--- config.mk ---
export PLATFORM = sky130hd
export DESIGN_NAME = card_dealer
export DESIGN_NICKNAME = d
export VERILOG_FILES = /design/src/rtl/poker_pkg.sv /design/src/rtl/deal_lfsr.sv /design/src/rtl/card_dealer.sv
export SDC_FILE = /design/constraint.sdc
export NUM_CORES = 1
export LEC_CHECK = 0
export ABC_AREA = 1
export BUFFER_PORTS_ARGS = -buffer_cell sky130_fd_sc_hd__buf_2
export CAP_MARGIN = 5
export CORE_MARGIN = 8
export CORE_UTILIZATION = 45
export DETAILED_ROUTE_END_ITERATION = 16
export PLACE_DENSITY = 0.66
export SETUP_SLACK_MARGIN = 0.2
export SYNTH_ARGS = -nofsm -noshare
export SYNTH_HDL_FRONTEND = slang
export SYNTH_HIERARCHICAL = 1
export SYNTH_SLANG_ARGS = --single-unit
--- constraint.sdc ---
create_clock -name clk -period 8.7 [get_ports clk]
set_input_delay 0 -clock clk [delete_from_list [all_inputs] [get_ports clk]]
set_output_delay 0 -clock clk [all_outputs]
set_load 0.1 [all_outputs]
--- src/rtl/poker_pkg.sv ---
// Shared deck constants, dealer state encoding and card-index decoding.
// Pure declarations, no timing.
// No flow control.
package poker_pkg;

    localparam int DECK_SIZE   = 52;
    localparam int NUM_PLAYERS = 9;
    localparam int NUM_PUB     = 3;
    localparam int NUM_SLOTS   = 2 * NUM_PLAYERS + NUM_PUB;
    localparam int RANK_W      = 4;
    localparam int SUIT_W      = 2;
    localparam int CARD_W      = 6;

    typedef enum logic [2:0] {
        ST_IDLE,
        ST_DRAW,
        ST_PROBE,
        ST_WAIT,
        ST_EMIT
    } deal_state_t;

    typedef struct packed {
        logic [RANK_W-1:0] rank;
        logic [SUIT_W-1:0] suit;
    } card_t;

    // Index k in 0..51: rank 2..14 (Ace high), suit 0..3.
    function automatic card_t card_to_rank_suit(input logic [CARD_W-1:0] k);
        card_t c;
        c.rank = k[5:2] + 4'd2;
        c.suit = k[1:0];
        return c;
    endfunction

endpackage

--- src/rtl/deal_lfsr.sv ---
// 16-bit Fibonacci LFSR (taps 15,13,12,10) with synchronous load.
// State updates one cycle after load/adv; load has priority over adv.
// No flow control; the owner gates adv.
module deal_lfsr #(
    parameter logic [15:0] RESET_VAL = 16'hACE1
) (
    input  logic        clk,
    input  logic        rst,
    input  logic        load,
    input  logic [15:0] load_val,
    input  logic        adv,
    output logic [15:0] state
);

    always_ff @(posedge clk or posedge rst) begin
        if (rst) begin
            state <= RESET_VAL;
        end else if (load) begin
            state <= load_val;
        end else if (adv) begin
            state <= {state[14:0], state[15] ^ state[13] ^ state[12] ^ state[10]};
        end
    end

endmodule

--- src/rtl/card_dealer.sv ---
// Deals 21 distinct cards (9 players x 2 + 3 public) from an LFSR with linear probing.
// 22 cycles from start to out_valid with no collisions, +1 per probe cycle.
// Holds the finished deal in WAIT until down_ready; start is ignored while busy.
module card_dealer #(
    parameter logic [15:0] DEFAULT_SEED = 16'hACE1,
    parameter int          NUM_PLAYERS  = 9,
    parameter int          NUM_PUB      = 3
) (
    input  logic        clk,
    input  logic        rst,
    input  logic        start,
    input  logic [15:0] seed,
    input  logic        down_ready,
    output logic        busy,
    output logic        out_valid,
    output logic [71:0] out_hole_num,
    output logic [35:0] out_hole_suit,
    output logic [11:0] out_pub_num,
    output logic [5:0]  out_pub_suit
);

    import poker_pkg::*;

    localparam int          NSLOTS    = 2 * NUM_PLAYERS + NUM_PUB;
    localparam logic [4:0]  LAST_SLOT = 5'(NSLOTS - 1);
    localparam logic [5:0]  LAST_CARD = 6'(DECK_SIZE - 1);

    deal_state_t            state;
    logic [4:0]             slot;
    logic [5:0]             probe;
    logic [DECK_SIZE-1:0]   used;
    logic [CARD_W-1:0]      cards [NSLOTS];

    logic [15:0] lfsr_state;
    logic        lfsr_load;
    logic        lfsr_adv;
    logic [15:0] lfsr_load_val;
    logic        lfsr_unused;
    logic [5:0]  raw;
    logic [5:0]  cand;
    logic [5:0]  pick;
    logic [5:0]  pick_next;

    logic [71:0] hole_num_n;
    logic [35:0] hole_suit_n;
    logic [11:0] pub_num_n;
    logic [5:0]  pub_suit_n;
    card_t       c1;
    card_t       c2;
    card_t       cp;

    assign lfsr_load     = (state == ST_IDLE) && start;
    assign lfsr_adv      = (state == ST_DRAW);
    assign lfsr_load_val = (seed == 16'd0) ? DEFAULT_SEED : seed;
    assign lfsr_unused   = ^lfsr_state[15:6];

    deal_lfsr #(
        .RESET_VAL (DEFAULT_SEED)
    ) u_lfsr (
        .clk      (clk),
        .rst      (rst),
        .load     (lfsr_load),
        .load_val (lfsr_load_val),
        .adv      (lfsr_adv),
        .state    (lfsr_state)
    );

    // Candidate comes from the pre-advance LFSR value, folded into 0..51.
    assign raw       = lfsr_state[5:0];
    assign cand      = (raw >= 6'(DECK_SIZE)) ? raw - 6'(DECK_SIZE) : raw;
    assign pick      = (state == ST_DRAW) ? cand : probe;
    assign pick_next = (pick == LAST_CARD) ? 6'd0 : pick + 6'd1;

    // Slot 2*(NUM_PLAYERS-1-p) is player p card1; public cards follow the hole cards.
    always_comb begin
        hole_num_n  = '0;
        hole_suit_n = '0;
        pub_num_n   = '0;
        pub_suit_n  = '0;
        c1          = '0;
        c2          = '0;
        cp          = '0;
        for (int p = 0; p < NUM_PLAYERS; p++) begin
            c1 = card_to_rank_suit(cards[2*(NUM_PLAYERS-1-p)]);
            c2 = card_to_rank_suit(cards[2*(NUM_PLAYERS-1-p)+1]);
            hole_num_n[p*8 +: 8]  = {c1.rank, c2.rank};
            hole_suit_n[p*4 +: 4] = {c1.suit, c2.suit};
        end
        for (int j = 0; j < NUM_PUB; j++) begin
            cp = card_to_rank_suit(cards[2*NUM_PLAYERS+j]);
            pub_num_n[(NUM_PUB-1-j)*4 +: 4]  = cp.rank;
            pub_suit_n[(NUM_PUB-1-j)*2 +: 2] = cp.suit;
        end
    end

    always_ff @(posedge clk or posedge rst) begin
        if (rst) begin
            state         <= ST_IDLE;
            slot          <= '0;
            probe         <= '0;
            used          <= '0;
            busy          <= 1'b0;
            out_valid     <= 1'b0;
            out_hole_num  <= '0;
            out_hole_suit <= '0;
            out_pub_num   <= '0;
            out_pub_suit  <= '0;
            for (int s = 0; s < NSLOTS; s++) begin
                cards[s] <= '0;
            end
        end else begin
            case (state)
                ST_IDLE: begin
                    if (start) begin
                        used  <= '0;
                        slot  <= '0;
                        busy  <= 1'b1;
                        state <= ST_DRAW;
                    end
                end
                ST_DRAW, ST_PROBE: begin
                    if (!used[pick]) begin
                        cards[slot] <= pick;
                        used[pick]  <= 1'b1;
                        slot        <= slot + 5'd1;
                        state       <= (slot == LAST_SLOT) ? ST_WAIT : ST_DRAW;
                    end else begin
                        probe <= pick_next;
                        state <= ST_PROBE;
                    end
                end
                ST_WAIT: begin
                    if (down_ready) begin
                        out_hole_num  <= hole_num_n;
                        out_hole_suit <= hole_suit_n;
                        out_pub_num   <= pub_num_n;
                        out_pub_suit  <= pub_suit_n;
                        out_valid     <= 1'b1;
                        state         <= ST_EMIT;
                    end
                end
                ST_EMIT: begin
                    out_valid     <= 1'b0;
                    out_hole_num  <= '0;
                    out_hole_suit <= '0;
                    out_pub_num   <= '0;
                    out_pub_suit  <= '0;
                    busy          <= 1'b0;
                    state         <= ST_IDLE;
                end
                default: state <= ST_IDLE;
            endcase
        end
    end

endmodule

Word-level counts from Yosys, hierarchy flattened

Index checks and enable logic that the tools add are counted.
W data, S select, Z words.

Word-level logic and storage cells: 128
Register bits: 336

Equality and inequality tests: 9
Muxes and demuxes: 36
Bitwise logic cells: 6
Order comparisons: 5
Reductions and logical operators: 16
$add $sub $neg: 24

Operators with widths:

| kind                  | number |
|---|---|
| $pmux W72 S2          | 1 |
| $bwmux W126           | 1 |
| $mux W52              | 2 |
| $pmux W52 S2          | 1 |
| $add A4 B2 Y4 const B | 21 |
| $mux W72              | 1 |
| $pmux W36 S2          | 1 |
| $or A52 B52 Y52       | 1 |
| $mux W16              | 3 |
| $mux W36              | 1 |
| $demux W6 S5          | 1 |
| $mux W6               | 5 |
| $pmux W12 S2          | 1 |
| $logic_not A16 Y1     | 1 |
| $ge A6 B6 Y1 const B  | 2 |
| $mux W12              | 1 |
| $pmux W6 S2           | 1 |
| $mux W5               | 2 |
| $pmux W5 S2           | 1 |
| $reduce_and A2 Y1     | 5 |
| $pmux W3 S3           | 1 |
| $reduce_bool A2 Y1    | 4 |
| $lt A6 B7 Y1 const B  | 1 |
| $add A6 B1 Y6 const B | 1 |
| 23 further kinds      | 36 |

Logic depth before layout (Yosys ltp)

Gate-level depths: netlist of run 1.

Depth after elaboration: 10
Gate-level depth with buffers: 22

Cells and area by module

Netlist of run 1, hierarchy kept.

By module, submodules not included:

| module      | instances | area an instance (um^2) | cells each |
|---|---|---|---|
| card_dealer | 1         | 14883.0                 | 1807 |
| deal_lfsr   | 1         | 782.0                   | 88 |

Worst setup path before layout of run 1

OpenSTA, ideal clock, no wires.

Path type: register to register
Start point: register u_lfsr.state[2]
End point: register slot[4]
Stages on the path, launching flop included: 21
Setup slack: 6.141 ns
Arrival time: 2.442 ns
Period minus slack after synthesis: 2.559 ns
Cells stage by stage: dfrtp_1 inv_1 ha_1 inv_1 nand2_1 nand2_1 nand2_1 a21boi_4 nand2_2 nor2_4 nand2_1 nor2_2 nor2_4 nand3_4 nand2_4 nand2_4 nand2_4 buf_6 buf_8 nand2_2 nand2_1

Word-level cells in the longest chain between the ends: 7
Elaborated cells on any way between the ends: 8
Classes of those cells: 1 x add/sub; 1 x order compare; 1 x eq/ne; 4 x mux; 1 x reduce/logical

Ends and longest elaborated chain:

| item                                                 | RTL line           | source |
|---|---|---|
| start: declaration                                   | deal_lfsr.sv:12    | `output logic [15:0] state` |
| start signal: assignment                             | deal_lfsr.sv:19    | `state <= load_val;` |
| start signal: assignment                             | deal_lfsr.sv:21    | `state <= {state[14:0], state[15] ^ state[13] ^ state[12] ^ state[10]};` |
| $sub A6 B6 Y6 / $ge A6 B6 Y1 (equally long branches) | card_dealer.sv:70  | `assign cand = (raw >= 6'(DECK_SIZE)) ? raw - 6'(DECK_SIZE) : raw;` |
| $mux W6 *                                            | card_dealer.sv:70  |  |
| $mux W6 *                                            | card_dealer.sv:71  | `assign pick = (state == ST_DRAW) ? cand : probe;` |
| $bmux W1 S6 *                                        | card_dealer.sv:122 | `if (!used[pick]) begin` |
| $mux W1 (implied by the code) *                      | card_dealer.sv:122 |  |
| $ne A2 B2 Y1 (no line) *                             | --                 |  |
| $reduce_and A3 Y1 (no line) *                        | --                 |  |
| end signal: assignment                               | card_dealer.sv:125 | `slot <= slot + 5'd1;` |
| end: declaration                                     | card_dealer.sv:29  | `logic [4:0] slot;` |

Mark *: on every way between the ends. The rest lies on a longest branch, timed or not. The select of a mux whose other input is x is not followed.
A chain may end at the register's enable or synchronous reset.

Worst setup path in the final report of run 1

Start point: register u_lfsr.state[2]
End point: register cards[28] (netlist bit)

Word-level cells in the longest chain between the ends: 7
Elaborated cells on any way between the ends: 9
Classes of those cells: 1 x add/sub; 1 x order compare; 5 x mux; 1 x bitwise; 1 x reduce/logical

Ends and longest elaborated chain:

| item                                                 | RTL line           | source |
|---|---|---|
| $sub A6 B6 Y6 / $ge A6 B6 Y1 (equally long branches) | card_dealer.sv:70  |  |
| $mux W6 *                                            | card_dealer.sv:70  |  |
| $mux W6 *                                            | card_dealer.sv:71  |  |
| $bmux W1 S6                                          | card_dealer.sv:122 |  |
| $mux W1 (implied by the code)                        | card_dealer.sv:122 |  |
| $not A1 Y1 (no line)                                 | --                 |  |
| $reduce_and A2 Y1 (no line)                          | --                 |  |
| end signal: indexed assignment                       | card_dealer.sv:123 | `cards[slot] <= pick;` |
| end: declaration                                     | card_dealer.sv:32  | `logic [CARD_W-1:0] cards [NSLOTS];` |

Marked as above.

==> impl_metrics.json, run 1 <==
{
  "dr.pass1.iters": 6,
  "ir_drop_v": 0.0001215,
  "max_freq_mhz": 221.9,
  "yosysTopAreaCell": "dfrtp_1",
  "postLayoutCellArea_um2": 17910,
  "io_pins": 148,
  "wl_mm": 39.81,
  "drv_cap": 0,
  "finalCritPeriodShare_pct": 51.81,
  "final_cells": 2490,
  "synth.area.top_cells": "dfrtp_1, nand2_1, nand3_1, inv_1, o21ai_0",
  "fp.dieH_um": 202.6,
  "num_vias": 12873,
  "gp_congestion": 0.8468,
  "min_period_ns": 4.507,
  "start_util_pct": 45.57,
  "core-area_um2": 34370,
  "placed_area_um2": 16540,
  "worstPathCellList": "inv_1, ha_1, inv_1, nand2_1, nand3_1, nand2_2, inv_2, nand3_2, nor2_4, nand3_1, nand2_1, inv_2, nand3_4, nand2_4, inv_4, buf_4, nand2_1, nand2_1, nand2_1",
  "cts_resized": 0,
  "crit_fanout": 90,
  "rsz0062_at_grt": "no",
  "synthArstFlopShare_pct": 100.0,
  "synth.ff_latch_count": 336,
  "holdBufCountCts": 19,
  "die_w_um": 202.6,
  "relSlewSlack_pct": 20.91,
  "cp-end-kind": "flop",
  "p_per_area_nw_per_um2": 174.8,
  "syn_avg_cell_area_um2": 8.267,
  "setup_viol": 0,
  "synth_common_cells": "nand2_1, dfrtp_1, nand3_1",
  "clockBufferDepth": 3,
  "hpwl_mm": 24.94,
  "rows": 68,
  "grt-ovfl-total": 0,
  "p_leak_nw": 9.273,
  "drcViolationCount": 0,
  "hold_violations": 0,
  "syn_area_um2": 15670,
  "yosysMostFrequentCell": "nand2_1",
  "grt_pass1_wl_mm": 66.09,
  "worst_pin_slew_ns": 1.186,
  "path_class": "reg -> reg",
  "fin_skew_ns": 0.01893,
  "routedWlPerCell_um": 15.99,
  "multiInputGateArea_um2": 5957,
  "critPathMaxStageDelay_ns": 0.70,
  "grt_max_degree": 198,
  "cts_buffers": 37,
  "yosysWarningCount": 6,
  "htreeDepth": 2,
  "cts_sinks": 336,
  "fin_nets": 2058,
  "netlist_instances": 1895,
  "startpoint_type": "flop",
  "synthFlopType": "dfrtp_1",
  "hp-class": "in -> async",
  "cts_root_buf": "clkbuf_16",
  "synthesis.nets": 1942,
  "yosysTopAreaCellShare_pct": 52.40,
  "clk_pin_slew_worst_paths_ns": 0.06,
  "die_area_um2": 41040,
  "outcome": "finished clean",
  "regArea_um2": 8418,
  "grt_pass1_vias": 12664,
  "yosysSeqAreaShare_pct": 53.74,
  "numPortBuffers": 147,
  "crit_slowest_cell": "buf_4",
  "postLayoutCoreUtil_pct": 52.10,
  "crit_path_frequent_cell": "nand2_1",
  "final_layout_size_suffix_gt1_share_pct": 12.97,
  "final_max_slew_viol_count": 0,
  "cts_tree": "done",
  "area_delta_synth_final_pct": 14.32,
  "vias_per_cell": 5.170,
  "final_antenna_net_count": 0,
  "antenna_cells": 0,
  "antenna_found_initial": 0,
  "critPathRequiredTime_ns": 9.09,
  "synth-edff-count": 0,
  "fillCellCount": 3196,
  "fin_setup_tns_ns": 0,
  "yosysUniqueCellTypes": 35,
  "postCtsSetupRepairBufs": 0,
  "track_usage_pct": 19.15,
  "drt_iter0_drc": 1136,
  "cp.arrival_ns": 4.90,
  "r2r_cells": 19,
  "clk_latency_ns": 0.52,
  "dp.cells": 2408
}
==> path summary, 6_finish.rpt <==
| path | startpoint | slack [ns] | endpoint |
|---|---|---|---|
| hold reg to reg | used[43] | 0.47 | used[43] |
| setup reg to reg | u_lfsr/state[2] | 4.19 | cards[28] |
| max in group asynchronous | rst | 6.80 | used[5] |
| setup / recovery | u_lfsr/state[2] | 4.19 | cards[28] |
| min in group clk | seed[2] | 0.30 | u_lfsr/state[2] |
| hold / removal | rst | 0.12 | u_lfsr/state[8] |
==> area by class of cell <==
cell class | instances | area share [%]
Multi-Input combinational cell | 1257 | 33.26
Clock buffer | 58 | 6.281
Timing Repair Buffer | 176 | 5.659
Inverter | 203 | 4.290
Sequential cell | 336 | 47.01
Tap cell | 455 | 3.179
Clock inverter | 5 | 0.3214
==> registers in the layout, summed over array words and instances (netlist names) <==
name           flops
out_pub_num       12
u_lfsr/state      16
out_valid          1
state              3
probe              6
used              52
out_hole_suit     36
c1                 2
c2                 2
cards            122
slot               5
out_pub_suit       6
busy               1
out_hole_num      72
==> worst max-delay path: cells and delay by family, from the launching register on <==
kind          cells  cell delay, ns
flops             1            0.45
fa+ha+maj         1            0.22
simple gates     12            2.13
buf+inv           6            1.52
==> power breakdown <==
group	internal [mW]	switching, mW
Clock	0.914	0.607
Sequential	1.56	0
Combinational	0.0109	0.0351
==> layer usage <==
| metal | track usage (%) | up-vias | share of wire, % |
|---|---|---|---|
| li1 | - | 6272 | - |
| met1 | 25.68 | 6182 | 45 |
| met2 | 31.74 | 348 | 47 |
| met3 | 2.726 | 71 | 5.0 |
| met4 | 6.138 | 0 | 2.7 |
| met5 | 0 | - | 0 |
==> layout by cell type (no fill, tap or decap), types with 2 or more instances in the layout <==
cell,n
nand2_1,607
dfrtp_1,328
nand3_1,217
inv_1,194
buf_2,147
o21ai_0,107
nor2_1,103
a21oi_1,59
o22ai_1,48
clkbuf_16,37
ha_1,27
xnor2_1,22
dlygate4sd3_1,19
nand2_2,15
a22oi_1,14
clkbuf_8,12
clkbuf_1,9
buf_4,9
nor2_4,8
dfstp_2,8
inv_2,7
nand2_4,5
nand4_1,4
nor4_1,4
nand3_2,3
o21ai_1,3
nor2_2,2
nor3_1,2
inv_6,2
clkinv_2,2
==> cells by family after synthesis <==
kind of cell,after synthesis,synth area share [%]
AOI/OAI and AO/OA,236,8.275
xor gates and xnor gates,22,1.230
adders and majority gates,27,2.157
buffers and inverters,302,8.355
DFF,336,53.74
and+or+nand+nor,972,26.25
==> per-stage QoR <==
stage	hold WS (ns)	setup slack [ns]	total power, mW
5_1_grt	0.1971	3.804	3.223
2_1_floorplan	-0.09199	4.433	1.618
3_5_place_dp	0.1150	4.266	1.633
6_report	0.1248	4.193	3.130
3_3_place_gp	0.1246	4.423	1.633
4_1_cts	0.1309	4.247	3.161
(Power assumes the default switching activity.)
==> inputs of run 2 (changes only) <==
==> constraint.sdc (replaced) <==
create_clock -name clk -period 4.1 [get_ports clk]
set_input_delay 0 -clock clk [delete_from_list [all_inputs] [get_ports clk]]
set_output_delay 0 -clock clk [all_outputs]
set_load 0.1 [all_outputs]
==> run 2 against run 1 <==
  * Die area unchanged
  * Combinational power rose by 120%
  * Clock skew up 0.0024 ns
  * Cell area is 0.92% higher
  * Sequential power up 110%
  * Global-route usage is 0.54 points higher
  * Sequential share of layout area down 0.43 points
  * Flip-flop and latch count unchanged
  * Maximum frequency up 28%
  * Via count rose by 0.79%
==> impl_metrics.json, run 2 (same netlist as run 1, synthesis figures left out) <==
{
  "clockBufferDepth": 3,
  "ir_drop_v": 0.0003414,
  "area_delta_synth_final_pct": 15.37,
  "start_util_pct": 45.57,
  "dp_slack_ns": 0.6334,
  "setup_viol": 0,
  "final_layout_size_suffix_gt1_share_pct": 13.62,
  "cp.arrival_ns": 3.93,
  "hold_violations": 0,
  "final_antenna_net_count": 0,
  "top_register": "cards",
  "relSlewSlack_pct": 26.79,
  "final_max_slew_viol_count": 0,
  "fin_skew_ns": 0.02129,
  "fp.dieH_um": 202.6,
  "cts_resized": 0,
  "drt_iter0_drc": 1032,
  "track_usage_pct": 19.69,
  "routedWlPerCell_um": 16.18,
  "p_leak_nw": 9.360,
  "gp_congestion": 0.8540,
  "htreeDepth": 2,
  "crit_path_frequent_cell": "nand2_1",
  "clk_pin_slew_worst_paths_ns": 0.06,
  "postLayoutCellArea_um2": 18070,
  "hpwl_mm": 26.22,
  "outcome": "finished clean",
  "grt_max_degree": 127,
  "antenna_cells": 0,
  "cts_buffers": 38,
  "drcViolationCount": 0,
  "core-area_um2": 34370,
  "critPathMaxStageDelay_ns": 0.44,
  "critPathRequiredTime_ns": 4.50,
  "fin_nets": 2072,
  "cts_root_buf": "clkbuf_16",
  "crit_slowest_cell": "dfrtp_1",
  "placed_area_um2": 16660,
  "largest_reg_flops": 122,
  "reg_top3": "cards: 122 flops, out_hole_num: 72 flops, used: 52 flops",
  "p_per_area_nw_per_um2": 370.6,
  "wl_mm": 40.50,
  "vias_per_cell": 5.184,
  "mostFrequentLayoutCells": "nand2_1, dfrtp_1, nand3_1",
  "hp-class": "in -> async",
  "grt-ovfl-total": 0,
  "rows": 68,
  "drv_cap": 0,
  "num_vias": 12975,
  "grt_pass1_vias": 12824,
  "numPortBuffers": 147,
  "antenna_found_initial": 0,
  "crit_fanout": 50,
  "die_w_um": 202.6,
  "die_area_um2": 41040,
  "final_common_cell": "nand2_1",
  "path_class": "reg -> reg",
  "cp-end-kind": "flop",
  "setup_slack_ns": 0.5668,
  "cts_tree": "done",
  "postCtsSetupRepairBufs": 0,
  "dr.pass1.iters": 5,
  "min_period_ns": 3.533,
  "worst_pin_slew_ns": 1.098,
  "startpoint_type": "flop",
  "grt_pass1_wl_mm": 68.03,
  "rsz0062_at_grt": "no",
  "clk_latency_ns": 0.52,
  "finalCritPeriodShare_pct": 86.18,
  "cts_sinks": 336,
  "max_freq_mhz": 283.0,
  "worstPathCellList": "inv_2, nand3_2, nand2_2, nand2_4, nand2_1, nor2_1, nor2_1, nand2_1, nand2_1, nand3_1, nand2_1, nand3_4, nand2_4, inv_4, buf_12, nand2_1, nand2_1, nand2_1",
  "io_pins": 148
}
-- run 2: cell count changes in the layout (fill, tap and decap cells not counted), sizes merged --
cell / change
buf: +12
clkbuf: -5
clkinv: +6
clkinvlp: +1
dlygate4sd3: +1
inv: -2
-- run 2: layout make-up --
| class | count | area, um2 |
|---|---|---|
| fillers | 3225 | 16300 |
| flip-flops and latches | 336 | 8418 |
| clock buffers | 53 | 1109 |
| clock inverters | 10 | 100.1 |
| well taps | 455 | 569.3 |
| multi-input cells | 1257 | 5957 |
| inverters | 203 | 768.2 |
| repair buffers | 189 | 1151 |
-- run 2: worst paths after layout --
kind,depth (start not counted),slack [ns],start,endpoint
hold reg to reg,2,0.47,u_lfsr/state[6],u_lfsr/state[7]
max in group asynchronous,6,2.10,rst,out_hole_num[34]
min in group clk,4,0.30,seed[12],u_lfsr/state[12]
hold / removal,3,0.13,rst,u_lfsr/state[1]
setup reg to reg,18,0.57,state[1],cards[49]
setup / recovery,18,0.57,state[1],cards[49]
-- run 2: per-layer routing --
layer  global-route usage (%)  up-vias  share of wire (%)
li1                         -     6304                  -
met1                    26.15     6264                 44
met2                    33.22      338                 49
met3                    2.773       69                4.9
met4                    5.724        0                2.5
met5                        0        -                  0
-- run 2: repair_timing --
item                                    4_1_cts  5_1_grt
hold buffers                                 20        0
hold endpoints to repair                    117        0
endpoints found under the setup margin        0        0
-- run 2: through the flow --
step | instances | utilization [%] | power, mW | hold WS, ns | setup TNS, ns
after floorplan | 1895 | - | 3.434 | -0.09199 | -53.37
after global placement | 2420 | 48.48 | 3.467 | -0.1119 | 0
after detailed placement | 2420 | 48.48 | 3.467 | -0.1106 | 0
after CTS | 2503 | 52.58 | 6.763 | 0.1165 | 0
after global routing | 2503 | 52.58 | 6.904 | 0.1900 | 0
final | 2503 | 52.58 | 6.697 | 0.1286 | 0
-- run 2: report_power, final --
part	switching, mW	total, mW	internal [mW]	leakage [nW]
combinational	0.0759	0.101	0.0255	4.38
sequential	0	3.32	3.32	4.39
clock	1.33	3.28	1.95	0.597
total	1.41	6.70	5.29	9.36
-- run 2: critical path, delay by kind of cell, from the launching register on --
family,cells,cell delay (ns)
AND/OR/NAND/NOR,15,2.18
buffers and inverters,3,0.76
flip-flops,1,0.44
==> inputs of run 3 (changes only) <==
--- a/config.mk
+++ b/config.mk
@@ -6,10 +6,11 @@
 export NUM_CORES = 1
 export LEC_CHECK = 0
 export ABC_AREA = 1
-export BUFFER_PORTS_ARGS = -buffer_cell sky130_fd_sc_hd__buf_2
+export BUFFER_PORTS_ARGS = -buffer_cell sky130_fd_sc_hd__buf_4
 export CAP_MARGIN = 5
 export CORE_MARGIN = 8
 export CORE_UTILIZATION = 45
+export CTS_CLUSTER_DIAMETER = 40
 export DETAILED_ROUTE_END_ITERATION = 16
 export PLACE_DENSITY = 0.66
 export SETUP_SLACK_MARGIN = 0.2
==> run 3 against run 2 <==
  * Combinational power up 8%
  * Non-clock buffer count down 3
  * Cell count rose by 0.56%
  * Worst setup slack gained 0.049 ns
  * Clock power up 20%
  * Routed wire length increased by 1.9%
  * Power increased by 9.8%
==> impl_metrics.json, run 3 (same netlist as run 1, synthesis figures left out) <==
{
  "outcome": "finished clean",
  "hp-class": "in -> async",
  "cts_sinks": 336,
  "reg_top3": "cards: 122 flops, out_hole_num: 72 flops, used: 52 flops",
  "cts_buffers": 45,
  "hpwl_mm": 26.40,
  "setup_slack_ns": 0.6157,
  "vias_per_cell": 5.232,
  "final_max_slew_viol_count": 0,
  "regArea_um2": 8418,
  "grt_pass1_wl_mm": 68.74,
  "dr.pass1.iters": 8,
  "final_antenna_net_count": 0,
  "rsz0062_at_grt": "yes",
  "crit_path_frequent_cell": "nand2_1",
  "fp.dieH_um": 202.6,
  "placed_area_um2": 17020,
  "critPathMaxStageDelay_ns": 0.47,
  "cp-end-kind": "flop",
  "max_freq_mhz": 287.0,
  "p_int_mw": 5.796,
  "clk_pin_slew_worst_paths_ns": 0.05,
  "r2r-start": "state[1]",
  "drv_cap": 0,
  "worstPathCellList": "inv_2, nand3_2, nand2_1, nand2_2, nand2_1, nor2_1, nor2_1, nand2_1, nor2_1, nor2_2, nor2_4, nand3_4, nand2_4, inv_8, nand2_1, nand2_1, nand2_1",
  "grt_pass1_vias": 13072,
  "top_register": "cards",
  "core-area_um2": 34370,
  "postLayoutCoreUtil_pct": 54.51,
  "worst_pin_slew_ns": 1.121,
  "clockBufferDepth": 3,
  "cts_root_buf": "clkbuf_16",
  "grt_max_degree": 127,
  "routedWlPerCell_um": 16.40,
  "comb_power_share_pct": 1.5,
  "r2r_end": "cards[23]",
  "path_buf_inv": 2,
  "cp_num_cells": 17,
  "critPathRequiredTime_ns": 4.53,
  "crit_slowest_cell": "inv_8",
  "multiInputGateArea_um2": 5966,
  "fin_setup_tns_ns": 0,
  "fin_skew_ns": 0.02167,
  "drcViolationCount": 0,
  "area_delta_synth_final_pct": 19.61,
  "die_w_um": 202.6,
  "die_area_um2": 41040,
  "path_class": "reg -> reg",
  "postCtsSetupRepairBufs": 0,
  "r2r_cells": 17,
  "wl_mm": 41.28,
  "p_leak_nw": 9.500,
  "drt_iter0_drc": 1052,
  "gp_congestion": 0.8729,
  "switchingPower_mw": 1.558,
  "antenna_found_initial": 0,
  "htreeDepth": 2,
  "final_layout_size_suffix_gt1_share_pct": 14.26,
  "rows": 68,
  "start_util_pct": 45.57,
  "dp_slack_ns": 0.2218,
  "cp.arrival_ns": 3.91,
  "postLayoutCellArea_um2": 18740,
  "power_frac_seq_pct": 45.1,
  "relSlewSlack_pct": 25.19,
  "finalPower_mw": 7.354,
  "hold_violations": 0,
  "ir_drop_v": 0.0002816,
  "cts_tree": "done",
  "p_per_area_nw_per_um2": 392.5,
  "numPortBuffers": 147,
  "num_vias": 13168,
  "final_common_cell": "nand2_1",
  "antenna_cells": 0,
  "clk_latency_ns": 0.55,
  "power_frac_clock_pct": 53.4,
  "mostFrequentLayoutCells": "nand2_1, dfrtp_1, nand3_1",
  "crit_fanout": 126,
  "timing.critical_path.max_delay_family": "simple AND/OR/NAND/NOR gates",
  "fin_nets": 2076,
  "setup_viol": 0,
  "grt-ovfl-total": 0,
  "worst-r2r-setup-slack_ns": 0.62,
  "largest_reg_flops": 122,
  "finalCritPeriodShare_pct": 84.98,
  "track_usage_pct": 20.07,
  "min_period_ns": 3.484,
  "io_pins": 148,
  "fillCellCount": 3155,
  "swShare_pct": 21.19,
  "startpoint_type": "flop"
}
==> run 3: per-layer routing <==
metal | part of all wire (%) | GRT usage, % | up-vias
li1 | - | - | 6322
met1 | 44 | 26.75 | 6371
met2 | 48 | 32.68 | 384
met3 | 5.8 | 3.666 | 91
met4 | 2.9 | 6.812 | 0
met5 | 0 | 0 | -
==> run 3: worst max path at each step <==
stage	startpoint	to	slack, ns
5_1_grt	state[1]	c2[0]	0.19
4_1_cts	state[2]	used[26]	0.46
3_5_place_dp	state[1]	cards[18]	0.22
2_1_floorplan	rst	busy	-0.17
6_report	state[1]	cards[23]	0.62
3_3_place_gp	state[1]	cards[122]	0.35
==> run 3: final cells by class <==
cell class	count	area share, %
clock inverter	22	1.329
tap	455	3.038
sequential	336	44.93
multi-input combinational	1257	31.84
clock buffer	58	6.765
inverter	203	4.127
timing repair buffer	186	7.973
==> run 3: worst register-to-register path: stages (launching register included) <==
cell     delay, ns
dfrtp_1       0.44
inv_2         0.08
nand3_2       0.21
nand2_1       0.10
nand2_2       0.32
nand2_1       0.37
nor2_1        0.21
nor2_1        0.07
nand2_1       0.06
nor2_1        0.04
nor2_2        0.17
nor2_4        0.06
nand3_4       0.09
nand2_4       0.13
inv_8         0.48
nand2_1       0.36
nand2_1       0.13
nand2_1       0.05
==> run 3: power by group through the flow <==
stage	logic (mW)	registers, mW	clock network, mW
2_1_floorplan	0.0548	3.38	0
3_3_place_gp	0.0978	3.38	0
3_5_place_dp	0.0987	3.38	0
4_1_cts	0.114	3.32	3.99
5_1_grt	0.126	3.32	4.13
6_report	0.109	3.32	3.93
==> run 3: repair_timing <==
item	4_1_cts	5_1_grt
endpoints found under the hold margin	71	0
hold buffers	19	0
setup endpoints to repair	2	172
resized for setup	1	3
==> run 3: per-stage QoR <==
stage	hold slack (ns)	cells
after detailed placement	0.1408	2418
after global routing	0.1634	2517
after floorplan	-0.09199	1895
after CTS	0.1243	2517
after global placement	0.1299	2418
final	0.1200	2517
